--- src/rtl/led_rate_sequencer_pkg.sv ---
// Shared definitions for the walking-LED rate sequencer: controller states,
// default build parameters and the fixed LED patterns used by the datapath.
package led_rate_sequencer_pkg;

    // Default prescaler width, rate-0 tap exponent and lap count.
    localparam int DEF_DIV_W    = 27;
    localparam int DEF_BASE_TAP = 20;
    localparam int DEF_LAPS     = 4;

    // LED patterns: dark, first position of a lap, last position of a lap.
    localparam logic [7:0] LED_OFF   = 8'h00;
    localparam logic [7:0] LED_FIRST = 8'h01;
    localparam logic [7:0] LED_LAST  = 8'h80;

    // Controller states.
    typedef enum logic [1:0] {
        ST_IDLE  = 2'd0,
        ST_RUN   = 2'd1,
        ST_PAUSE = 2'd2
    } state_t;

endpackage

--- src/rtl/led_rate_sequencer_tick_gen.sv ---
// Prescaler and tap compare for the LED sequencer. The counter is cleared,
// advanced or held under control of the sequencer FSM; tick marks the cycle
// in which the low TAP bits of the counter are all ones.
module led_rate_sequencer_tick_gen
    import led_rate_sequencer_pkg::*;
#(
    parameter int DIV_W    = DEF_DIV_W,
    parameter int BASE_TAP = DEF_BASE_TAP
) (
    input  logic       clk,
    input  logic       rst,
    input  logic       run,    // advance the prescaler this cycle
    input  logic       clear,  // force the prescaler to zero (wins over run)
    input  logic [1:0] rate,   // latched rate select; TAP = BASE_TAP + 2*rate
    output logic       tick
);

    // Low-bit masks for the four tap choices. DIV_W must be at least
    // BASE_TAP+6 so that the slowest tap still fits inside the counter.
    localparam logic [DIV_W-1:0] ONES  = {DIV_W{1'b1}};
    localparam logic [DIV_W-1:0] MASK0 = ONES >> (DIV_W - BASE_TAP);
    localparam logic [DIV_W-1:0] MASK1 = ONES >> (DIV_W - BASE_TAP - 2);
    localparam logic [DIV_W-1:0] MASK2 = ONES >> (DIV_W - BASE_TAP - 4);
    localparam logic [DIV_W-1:0] MASK3 = ONES >> (DIV_W - BASE_TAP - 6);

    logic [DIV_W-1:0] prescaler;
    logic [DIV_W-1:0] tap_mask;

    // Prescaler: clear has priority, otherwise count while running, else hold.
    // NOTE: clocked state is always updated with <= so every flop samples the
    // pre-edge values of its neighbours, independent of block ordering.
    always_ff @(posedge clk) begin
        if (rst) begin
            prescaler <= '0;
        end else if (clear) begin
            prescaler <= '0;
        end else if (run) begin
            prescaler <= prescaler + DIV_W'(1);
        end
    end

    // Select the mask of prescaler bits that must all be ones for a tick.
    // NOTE: the default assignment ahead of the case keeps this block purely
    // combinational; a path that left tap_mask unassigned would infer a latch.
    always_comb begin
        tap_mask = MASK0;
        case (rate)
            2'd0: tap_mask = MASK0;
            2'd1: tap_mask = MASK1;
            2'd2: tap_mask = MASK2;
            2'd3: tap_mask = MASK3;
            default: tap_mask = MASK0;
        endcase
    end

    // A tick only exists while the prescaler is actually running, so a frozen
    // all-ones count in PAUSE stays pending until RUN resumes.
    assign tick = run && ((prescaler & tap_mask) == tap_mask);

endmodule

--- src/rtl/led_rate_sequencer.sv ---
// Walking-one LED sequencer. start/stop rising edges move a three-state
// controller (IDLE/RUN/PAUSE); in RUN a prescaler tick rotates the LED
// pattern, each 80->01 wrap counts a lap and picks up a new rate, and after
// LAPS laps (LAPS=0: never) the sequencer returns to IDLE by itself.
module led_rate_sequencer
    import led_rate_sequencer_pkg::*;
#(
    parameter int DIV_W    = DEF_DIV_W,
    parameter int BASE_TAP = DEF_BASE_TAP,
    parameter int LAPS     = DEF_LAPS
) (
    input  logic       clk,
    input  logic       rst,
    input  logic       start,
    input  logic       stop,
    input  logic [1:0] rate_sel,
    output logic [7:0] led,
    output logic       busy,
    output logic       tick
);

    // Lap counter only needs to reach LAPS-1 before the final wrap; with
    // LAPS=0 it simply rolls over and is never compared.
    localparam int LAP_W = (LAPS < 2) ? 1 : $clog2(LAPS + 1);
    localparam logic [LAP_W-1:0] LAP_FINAL = (LAPS == 0) ? '0 : LAP_W'(LAPS - 1);

    state_t           state;
    state_t           next_state;
    logic             start_q;
    logic             stop_q;
    logic             start_rise;
    logic             stop_rise;
    logic [LAP_W-1:0] lap_cnt;
    logic [1:0]       rate_q;
    logic             wrap;
    logic             final_lap;
    logic             presc_run;
    logic             presc_clear;
    logic             load;

    // Previous-cycle samples of start/stop. They reset high so a level that
    // is already high when reset releases is not mistaken for an edge.
    always_ff @(posedge clk) begin
        if (rst) begin
            start_q <= 1'b1;
            stop_q  <= 1'b1;
        end else begin
            start_q <= start;
            stop_q  <= stop;
        end
    end

    assign start_rise = start & ~start_q;
    assign stop_rise  = stop & ~stop_q;

    // The current step is the last position of a lap; final_lap says that
    // completing this lap reaches the configured lap count.
    assign wrap      = (led == LED_LAST);
    assign final_lap = (LAPS != 0) && (lap_cnt == LAP_FINAL);

    // State register.
    always_ff @(posedge clk) begin
        if (rst) begin
            state <= ST_IDLE;
        end else begin
            state <= next_state;
        end
    end

    // Next-state logic; a stop edge always wins over a simultaneous start edge.
    always_comb begin
        next_state = state;
        case (state)
            ST_IDLE: begin
                if (start_rise && !stop_rise) begin
                    next_state = ST_RUN;
                end
            end
            ST_RUN: begin
                if (stop_rise) begin
                    next_state = ST_PAUSE;
                end else if (tick && wrap && final_lap) begin
                    next_state = ST_IDLE;
                end
            end
            ST_PAUSE: begin
                if (stop_rise) begin
                    next_state = ST_IDLE;
                end else if (start_rise) begin
                    next_state = ST_RUN;
                end
            end
            default: next_state = ST_IDLE;
        endcase
    end

    // Moore-style outputs and datapath controls decoded from the current state.
    // The prescaler does not advance on a stop edge so PAUSE freezes the count
    // exactly where RUN left it, including a pending all-ones tick.
    always_comb begin
        busy      = 1'b0;
        presc_run = 1'b0;
        load      = 1'b0;
        case (state)
            ST_IDLE: begin
                load = start_rise && !stop_rise;
            end
            ST_RUN: begin
                busy      = 1'b1;
                presc_run = !stop_rise;
            end
            ST_PAUSE: begin
                busy = 1'b1;
            end
            default: begin
                busy = 1'b0;
            end
        endcase
    end

    // Keep the prescaler at zero throughout IDLE, including the edge that
    // enters it, so every new run starts from a full period.
    assign presc_clear = (state == ST_IDLE) || (next_state == ST_IDLE);

    // LED pattern, lap count and latched rate.
    always_ff @(posedge clk) begin
        if (rst) begin
            led     <= LED_OFF;
            lap_cnt <= '0;
            rate_q  <= 2'b00;
        end else if (next_state == ST_IDLE) begin
            led     <= LED_OFF;
            lap_cnt <= '0;
        end else if (load) begin
            led     <= LED_FIRST;
            lap_cnt <= '0;
            rate_q  <= rate_sel;
        end else if (tick) begin
            if (wrap) begin
                led     <= LED_FIRST;
                lap_cnt <= lap_cnt + LAP_W'(1);
                rate_q  <= rate_sel;
            end else begin
                led <= {led[6:0], led[7]};
            end
        end
    end

    // Prescaler and tap compare.
    led_rate_sequencer_tick_gen #(
        .DIV_W    (DIV_W),
        .BASE_TAP (BASE_TAP)
    ) u_tick_gen (
        .clk   (clk),
        .rst   (rst),
        .run   (presc_run),
        .clear (presc_clear),
        .rate  (rate_q),
        .tick  (tick)
    );

endmodule

--- config.mk ---
export PLATFORM = sky130hd
export DESIGN_NAME = led_rate_sequencer
export DESIGN_NICKNAME = d
export VERILOG_FILES = /design/src/rtl/led_rate_sequencer_pkg.sv /design/src/rtl/led_rate_sequencer_tick_gen.sv /design/src/rtl/led_rate_sequencer.sv
export SDC_FILE = /design/constraint.sdc
export NUM_CORES = 1
export LEC_CHECK = 0
export CORE_UTILIZATION = 25
export CTS_BUF_LIST = sky130_fd_sc_hd__clkbuf_16
export CTS_CLUSTER_SIZE = 14
export DETAILED_ROUTE_END_ITERATION = 8
export DONT_BUFFER_PORTS = 1
export PLACE_DENSITY = 0.39
export SLEW_MARGIN = 10
export SYNTH_ARGS = -nofsm -noshare
export SYNTH_HDL_FRONTEND = slang
export SYNTH_HIERARCHICAL = 1
export SYNTH_SLANG_ARGS = --single-unit
--- constraint.sdc ---
create_clock -name clk -period 3.9 [get_ports clk]
set_input_delay 0.195 -clock clk [delete_from_list [all_inputs] [get_ports clk]]
set_output_delay 0.195 -clock clk [all_outputs]
set_load 0.05 [all_outputs]
==> results_dict.tcl <==
set metrics [dict create \
    status "complete, no violations" \
    worst-setup-path-type "flip-flop to flip-flop" \
    drive_above_1_share_pct 11.9 \
    fin_crit_sh_pct 85.1 \
    ys_types 44 \
    clk_pin_slew_ns 0.06 \
    synth_compound_area_share_pct 12.6 \
    vias 1633 \
    grt_pass1_vias 1497 \
    synth_area_sq_um 2100 \
    clockRootBuffer "clkbuf_16" \
    finalSetupTns_ns 0 \
    drv_slew 0 \
    drt_first_pass_iters 4 \
    yosysMostFrequentCell "dfxtp_1" \
    synth-xor-area-share_pct 4.59 \
    rsz0062_at_grt "false" \
    diodes 0 \
    viasPerCell 4.80 \
    synthCells 233 \
    synth_top_area_cell "dfxtp_1" \
    dp_hpwl_microns 3140 \
    synth_common_cells "43 x dfxtp_1, 27 x nor2_1, 15 x a21oi_1" \
    wl_per_cell_microns 13.1 \
    worstHoldEndpoint "stop_q" \
    synth_top_family_by_area "simple AND/OR/NAND/NOR gates" \
    cts_hold_buf 0 \
    cts_buffers 5 \
    drc_errors 0 \
    min_path_cells 1 \
    synth_flop_cell "dfxtp_1" \
    ir_drop_uv 176 \
    hold_viol_final 0 \
    fmax_ghz 0.301 \
    regToRegSetupSlack_ns 0.58 \
    synth_edf_count 0 \
    area_growth_pct 15.1 \
    avgSynthCellArea_sq_um 9.00 \
    ios 16 \
    grt_overflow 0 \
    yosysTopAreaCellShare_pct 41.1 \
    end_kind "flip-flop" \
    num_rows 33 \
    yosys.area_share.simple_pct 27.1 \
    grt_pass1_wl_microns 7470 \
    tightest_slew_ns 0.643 \
    io_buffer_count 0 \
    crit_fanout 19 \
    synth_fa_ha_area_share_pct 4.18 \
    die_area_sq_um 8760 \
    cts_resized 0 \
    dieHeight_microns 93.6 \
    nets 247 \
    die-width_microns 93.6 \
    wl_microns 4460 \
    numClockSinks 43 \
    setup_violations 0 \
    antenna_found_initial 0 \
    layout_setup_ws_ns 0.581 \
    required_ns 4.07 \
    synth_top_cells_by_area "dfxtp_1 41%, mux2i_1 5.7%, nor2_1 4.8%, ha_1 4.2%, a21oi_1 3.6%" \
    maxSlewHeadroom_pct 57.1 \
    async_reset_ff_share_pct 0 \
    synth_mux_area_share_pct 6.26 \
    p_leak_nw 0.697 \
    start_util_pct 25.7 \
    postCtsSetupRepairBufs 0 \
    gp_congestion 0.776 \
    drt_iter0_drc 59 \
    postRouteAntennaNets 0 \
    finalCriticalPeriod_ns 3.32 \
    grt_max_degree 25 \
    max_cap_violations 0 \
    clock_latency_ns 0.28 \
    cts_max_path_buffers 2 \
    cp.arrival_ns 3.48 \
    rr_startpoint "state[1]" \
    cts_max_level 2 \
    core_area_sq_um 8180 \
    timing.rr.end "u_tick_gen/prescaler[4]" \
    cts_tree "yes" \
    ys_warn_count 6 \
    hp-start "rst" \
    start_kind "flip-flop" \
    synth_seq_area_share_pct 41.1 \
    dp_slack_ns 0.547 \
    syn_nets 246 \
    holdCritPathClass "input port to flip-flop" \
    fin_skew_ns 0.00453 \
    power.density_nw_per_um2 391 \
    reg2reg_depth 14 \
    synth-seq-cells 43 \
    grt.total_usage_pct 10.8 \
]
logic make-up (layout without fill, tap and decap cells):
group	after synthesis	in the layout
and+or+nand+nor	103	103
DFF	43	43
AOI/OAI and AO/OA	38	38
buffers and inverters	18	20
muxes	13	13
xor gates and xnor gates	11	11
adders and majority gates	7	7
how the worst max path moves through the flow:
stage / from / end / slack (ns) / depth (start not counted)
final: state[1] / u_tick_gen/prescaler[4] / 0.58 / 14
after global routing: stop_q / u_tick_gen/prescaler[4] / 0.34 / 13
after CTS: stop_q / u_tick_gen/prescaler[4] / 0.55 / 13
after detailed placement: stop_q / u_tick_gen/prescaler[4] / 0.55 / 13
after global placement: stop_q / u_tick_gen/prescaler[25] / 0.59 / 13
after floorplan: state[1] / u_tick_gen/prescaler[13] / -0.22 / 20
layout by cell type, fill, tap and decap left out, drive strengths merged, types with 2 or more instances in the layout:
cell / Yosys / final
a2111oi: 2 / 2
a21oi: 15 / 15
and2: 3 / 3
and3: 4 / 4
buf: 4 / 4
clkbuf: 6 / 5
clkinv: 0 / 2
dfxtp: 43 / 43
ha: 7 / 7
inv: 8 / 8
mux2i: 12 / 12
nand2: 13 / 13
nand2b: 6 / 6
nand3: 5 / 5
nand4: 10 / 10
nor2: 27 / 27
nor2b: 3 / 3
nor3: 5 / 5
nor4: 2 / 2
nor4b: 2 / 2
o21ai: 5 / 5
o31ai: 8 / 8
or2: 3 / 3
or3: 7 / 7
or4: 9 / 9
xnor2: 6 / 6
xor2: 5 / 5
where the power goes:
group	total [W]	switching, W	internal, W
Clock	0.000471	0.000172	0.000299
Sequential	0.000444	0.00000282	0.000441
Combinational	0.0000279	0.0000167	0.0000113
Total	0.000944	0.000192	0.000752
metal layers:
layer,global-route usage (%),vias to the layer above,wire length (microns)
met5,0,-,0
met2,16.7,18,1980
li1,-,849,-
met3,2.20,2,88
met1,14.9,764,2350
met4,3.85,0,30
worst max-delay path: stages (launching register included):
cell,delay [ns]
dfxtp_2,0.35
inv_2,0.08
ha_4,0.14
and2_4,0.19
nand4_1,0.10
or4_1,0.48
a2111oi_4,0.36
nor2b_4,0.20
nand4_1,0.11
a221o_1,0.40
nor3_2,0.14
or3_1,0.12
or2_2,0.19
buf_4,0.28
nor2_1,0.08
registers in the layout, indices dropped and copies added (netlist names):
| register | cells |
|---|---|
| u_tick_gen/prescaler | 26 |
| led | 8 |
| lap_cnt | 3 |
| rate_q | 2 |
| state | 2 |
| start_q | 1 |
| stop_q | 1 |
metrics by stage:
stage,hold slack [ns],area (sq um),utilization [%],cells,power (W)
6_report,0.0149,2410,29.5,340,0.000944
5_1_grt,0.00437,2410,29.5,340,0.000977
4_1_cts,0.00756,2410,29.5,340,0.000956
3_5_place_dp,0.301,2250,27.5,332,0.000482
3_3_place_gp,0.301,2250,27.5,332,0.000482
2_1_floorplan,0.285,2180,-,233,0.000479
final cells by class:
class	instances	area, sq um
Fill cell	862	5760
Multi-Input combinational cell	172	1190
Sequential cell	43	863
Tap cell	105	131
Clock buffer	5	125
Clock inverter	3	38.8
Timing Repair Buffer	4	30.0
Inverter	8	30.0
(Power assumes the default switching activity.)
